## config.mk

```make
export PLATFORM = sky130hd
export DESIGN_NAME = pwm_gate_drive
export DESIGN_NICKNAME = d
export VERILOG_FILES = /design/src/rtl/pwm_gate_drive.sv
export SDC_FILE = /design/constraint.sdc
export NUM_CORES = 1
export LEC_CHECK = 0
export ABC_AREA = 1
export CORE_MARGIN = 4
export CORE_UTILIZATION = 45
export CTS_CLUSTER_DIAMETER = 200
export DETAILED_ROUTE_END_ITERATION = 16
export PLACE_DENSITY_LB_ADDON = 0.25
export SLEW_MARGIN = 20
export SYNTH_ARGS = -nofsm -noshare
export SYNTH_HDL_FRONTEND = slang
export SYNTH_SLANG_ARGS = --single-unit
```

## constraint.sdc

```tcl
create_clock -name clk -period 4.73 [get_ports clk]
set_clock_uncertainty 0.2 [all_clocks]
set_input_delay 0.7095 -clock clk [delete_from_list [all_inputs] [get_ports clk]]
set_output_delay 0.7095 -clock clk [all_outputs]
set_load 0.01 [all_outputs]
```

## src/rtl/pwm_gate_drive.sv

```systemverilog
// pwm_gate_drive: complementary gate pair with programmable period, duty and
// dead-time. New settings land in a shadow register and are promoted to the
// active set only at a period boundary (or while idle).
//
// state | meaning
// IDLE  | stopped, count held at 0, gates low, shadow loads immediately
// RUN   | counting 0..P and wrapping, gates decoded from count
// DRAIN | run request dropped; finish the current period, then go IDLE
module pwm_gate_drive #(
  parameter int COUNT_BITS = 5,
  parameter int DEAD_BITS  = 3
) (
  input  logic                  clk,
  input  logic                  rst,
  input  logic                  en,
  input  logic                  cfg_valid,
  output logic                  cfg_ready,
  input  logic [COUNT_BITS-1:0] cfg_period,
  input  logic [COUNT_BITS:0]   cfg_duty,
  input  logic [DEAD_BITS-1:0]  cfg_dead,
  output logic                  ctrl_hi,
  output logic                  ctrl_lo,
  output logic                  period_start
);

  // Compare width leaves headroom for duty + dead-time without overflow.
  localparam int CW = ((DEAD_BITS > COUNT_BITS) ? DEAD_BITS : COUNT_BITS) + 2;
  localparam logic [COUNT_BITS:0] DUTY_RST = {2'b01, {(COUNT_BITS-1){1'b0}}};

  typedef enum logic [1:0] {
    S_IDLE  = 2'd0,
    S_RUN   = 2'd1,
    S_DRAIN = 2'd2
  } state_t;

  state_t                state_q, state_d;
  logic [COUNT_BITS-1:0] count_q, count_d;

  logic [COUNT_BITS-1:0] period_q;
  logic [COUNT_BITS:0]   duty_q;
  logic [DEAD_BITS-1:0]  dead_q;

  logic [COUNT_BITS-1:0] sh_period_q;
  logic [COUNT_BITS:0]   sh_duty_q;
  logic [DEAD_BITS-1:0]  sh_dead_q;
  logic                  sh_full_q;

  logic                  hi_q, lo_q, start_q;
  logic                  hi_d, lo_d, start_d;

  logic                  at_end;
  logic                  accept;
  logic                  load;

  logic [CW-1:0]         c_ext, d_ext, dt_ext;
  logic                  raw;

  assign at_end    = (count_q == period_q);
  assign cfg_ready = !sh_full_q;
  assign accept    = cfg_valid && !sh_full_q;
  // DRAIN shares the RUN boundary so a re-enable mid-drain still switches
  // settings cleanly on a wrap.
  assign load      = sh_full_q && ((state_q == S_IDLE) || at_end);

  // State and period counter register.
  always_ff @(posedge clk) begin
    if (rst) begin
      state_q <= S_IDLE;
      count_q <= '0;
    end else begin
      state_q <= state_d;
      count_q <= count_d;
    end
  end

  // Next state and next count.
  always_comb begin
    state_d = state_q;
    count_d = count_q;
    case (state_q)
      S_IDLE: begin
        count_d = '0;
        if (en) state_d = S_RUN;
      end
      S_RUN: begin
        count_d = at_end ? '0 : count_q + COUNT_BITS'(1);
        if (!en) state_d = S_DRAIN;
      end
      S_DRAIN: begin
        count_d = at_end ? '0 : count_q + COUNT_BITS'(1);
        if (en)          state_d = S_RUN;
        else if (at_end) state_d = S_IDLE;
      end
      default: begin
        state_d = S_IDLE;
        count_d = '0;
      end
    endcase
  end

  // Gate decode from the current count and active settings.
  always_comb begin
    c_ext   = CW'(count_q);
    d_ext   = CW'(duty_q);
    dt_ext  = CW'(dead_q);
    raw     = (c_ext < d_ext);
    hi_d    = 1'b0;
    lo_d    = 1'b0;
    start_d = 1'b0;
    if (state_q != S_IDLE) begin
      hi_d    = raw && (c_ext >= dt_ext);
      lo_d    = !raw && (c_ext >= (d_ext + dt_ext));
      start_d = (count_q == '0);
    end
  end

  // Registered gate outputs, one cycle behind the count they decode.
  always_ff @(posedge clk) begin
    if (rst) begin
      hi_q    <= 1'b0;
      lo_q    <= 1'b0;
      start_q <= 1'b0;
    end else begin
      hi_q    <= hi_d;
      lo_q    <= lo_d;
      start_q <= start_d;
    end
  end

  assign ctrl_hi      = hi_q;
  assign ctrl_lo      = lo_q;
  assign period_start = start_q;

  // Shadow register: captures a handshake, empties when promoted.
  always_ff @(posedge clk) begin
    if (rst) begin
      sh_full_q   <= 1'b0;
      sh_period_q <= '0;
      sh_duty_q   <= '0;
      sh_dead_q   <= '0;
    end else if (accept) begin
      sh_full_q   <= 1'b1;
      sh_period_q <= cfg_period;
      sh_duty_q   <= cfg_duty;
      sh_dead_q   <= cfg_dead;
    end else if (load) begin
      sh_full_q   <= 1'b0;
    end
  end

  // Active settings; defaults give the legacy 32-cycle 50% square wave.
  always_ff @(posedge clk) begin
    if (rst) begin
      period_q <= '1;
      duty_q   <= DUTY_RST;
      dead_q   <= '0;
    end else if (load) begin
      period_q <= sh_period_q;
      duty_q   <= sh_duty_q;
      dead_q   <= sh_dead_q;
    end
  end

endmodule

```

==> results.toml <==
[run_status]
outcome = "completed"

[place]
place_inst = 336
post-place-ws_ns = 2.20
portBuffers = 21
place_congestion = 0.837
dp_hpwl_um = 2770

[sta]
setup_tns_ns = 0
rsz0062_at_grt = "false"
timing.fmax_mhz = 360
worst_pin_slew_ns = 0.879
finalMaxSlewViolations = 0
relSlewSlack = 0.413
setup_ws_ns = 1.95
period_share = 0.587
hold_viol = 0
post-route-min-period_ns = 2.78
finalSetupViolations = 0

[layout]
layoutNonFillerInstCount = 344
drive_gt1_frac = 0.0651
antennaDiodeCount = 0
nets = 332
syn_to_final_growth_pct = 14.7

[global_routing]
grt-ovfl-total = 0
grt_pass1_wl_um = 6640
antenna_found_initial = 0
grt_usage = 0.150
grt_max_degree = 33
first_global_vias = 1539

[synthesis]
syn_nets = 314
synth.distinct_cells = 28
synth_seq_cells = 39
synth_most_common_cell = "dfxtp_1"
ys.flop_type = "dfxtp_1"
yosys-top-cells-area = "dfxtp_1, ha_1, nand2_1"
synth_area_leader_cell = "dfxtp_1"
ys_warn_count = 0
synth_area_per_cell_um2 = 7.59
synthArstFlopShare = 0
synth_edf_count = 0
ys_top_cells_by_count = "dfxtp_1, nand2_1, inv_1, nor2_1, nand3_1"
syn_area_um2 = 2070
synthCells = 273
seq_area_frac_synth = 0.377
synth_top_area_frac = 0.377

[clock_network]
cts_max_level = 2
cts_hold_buffers = 0
clkTransAtPathRegs_ns = 0.08
postCtsSetupRepairBufs = 0
clockBufferDepth = 2
cts_buffers = 5
cts_tree = "done"
clkLatencyLatePin_ns = 0.29
cts.sinks = 39
cts_resized = 0
cts_root_buffer = "clkbuf_8"

[floorplanning]
fp-row-count = 24
start_util = 0.469
dieArea_um2 = 5750
ios = 22
die_w_um = 75.8
die-height_um = 75.8
core-area_um2 = 4410

[worst_setup_path]
crit_type = "register to output pin"
cpPeakStageDelay_ns = 0.91
cp.required_ns = 3.82
crit_buf_inv = 2
slowest_stage = "dfxtp_1"
worstPathArrival_ns = 1.87
worstPathCellList = "inv_1 -> clkdlybuf4s50_1"
cp_max_fo = 26
critPathTopFamily = "flip-flops"
endpoint_kind = "output pin"
cp-start-kind = "register"

[job]
maxCapViolCount = 0

[routing]
drt_iter0_drc = 88
vias_per_cell = 4.82
drt-total-wl_um = 3740
drt-pass1-iter-count = 4
drc = 0
num_vias = 1657
ant_nets = 0
post_drt_wl_per_cell_um = 10.9

[pwr]
irDropWorstVdd_mv = 0.225
p_per_area_nw_per_um2 = 467
power_leakage_nw = 1.07

[min_path]
hold_class = "register to register"
registers in the layout (all words and copies together) (netlist names), 2 cells and up:
name	flops
count_q	5
dead_q	3
duty_q	6
period_q	5
sh_dead_q	3
sh_duty_q	6
sh_period_q	5
state_q	2
metal layers:
layer  routed length, µm  share of wire  track usage
met1                1950           0.52        0.201
met2                1600           0.43        0.229
met3                 171          0.046       0.0409
met4                  19         0.0051       0.0583
met5                   0              0            0
final timing paths:
check / from / endpoint / slack (ns) / depth (start not counted)
worst min register to register: sh_duty_q[3] / sh_duty_q[3] / 0.26 / 2
worst max-delay path: sh_full_q / cfg_ready / 1.95 / 2
worst max register to register: dead_q[0] / ctrl_lo / 2.39 / 11
worst min-delay path: sh_duty_q[3] / sh_duty_q[3] / 0.26 / 2
metrics by stage:
stage / util / area, µm² / hold WS [ns] / power [mW]
after floorplan: - / 2070 / 0.230 / 0.805
after global placement: 0.518 / 2290 / 0.243 / 0.885
after detailed placement: 0.518 / 2290 / 0.248 / 0.894
after CTS: 0.538 / 2370 / 0.259 / 1.12
after global routing: 0.538 / 2370 / 0.286 / 1.22
final: 0.538 / 2370 / 0.258 / 1.11
layout make-up:
| cell class | count | area (µm²) |
|---|---|---|
| fill | 444 | 2040 |
| clock inverter | 3 | 20.0 |
| multi-input combinational | 185 | 1080 |
| timing repair buffer | 21 | 210 |
| sequential | 39 | 781 |
| clock buffer | 5 | 68.8 |
| tap | 52 | 65.1 |
| inverter | 39 | 146 |
logic make-up after synthesis:
group | count (synthesis) | synth area share
and+or+nand+nor | 107 | 0.227
buffers and inverters | 49 | 0.0997
AOI/OAI and AO/OA | 48 | 0.123
DFF | 39 | 0.377
adders and majority gates | 23 | 0.143
xor gates and xnor gates | 6 | 0.0254
muxes | 1 | 0.00483
tightest hold or removal path, delay by kind of cell, from the launching register on:
kind | cells | cell delay, ns
compound gates | 1 | 0.05
buf+inv | 1 | 0.06
flops | 1 | 0.30
cell usage in the layout (no fill, tap or decap), drive strengths merged, types with 5 or more instances in the layout:
master and n:
o21ai 20, clkdlybuf4s50 21, clkbuf 5, nor2 32, inv 39, nand3 28, nand2 39, ha 22
dfxtp 39, a21oi 25, xor2 5
power breakdown:
part	switching (mW)	leakage (nW)	total, mW	internal, mW
clock	0.123	0.0402	0.226	0.103
combinational	0.247	0.708	0.426	0.180
sequential	0.0617	0.321	0.456	0.394
total	0.431	1.07	1.11	0.677
(Power assumes the default switching activity.)
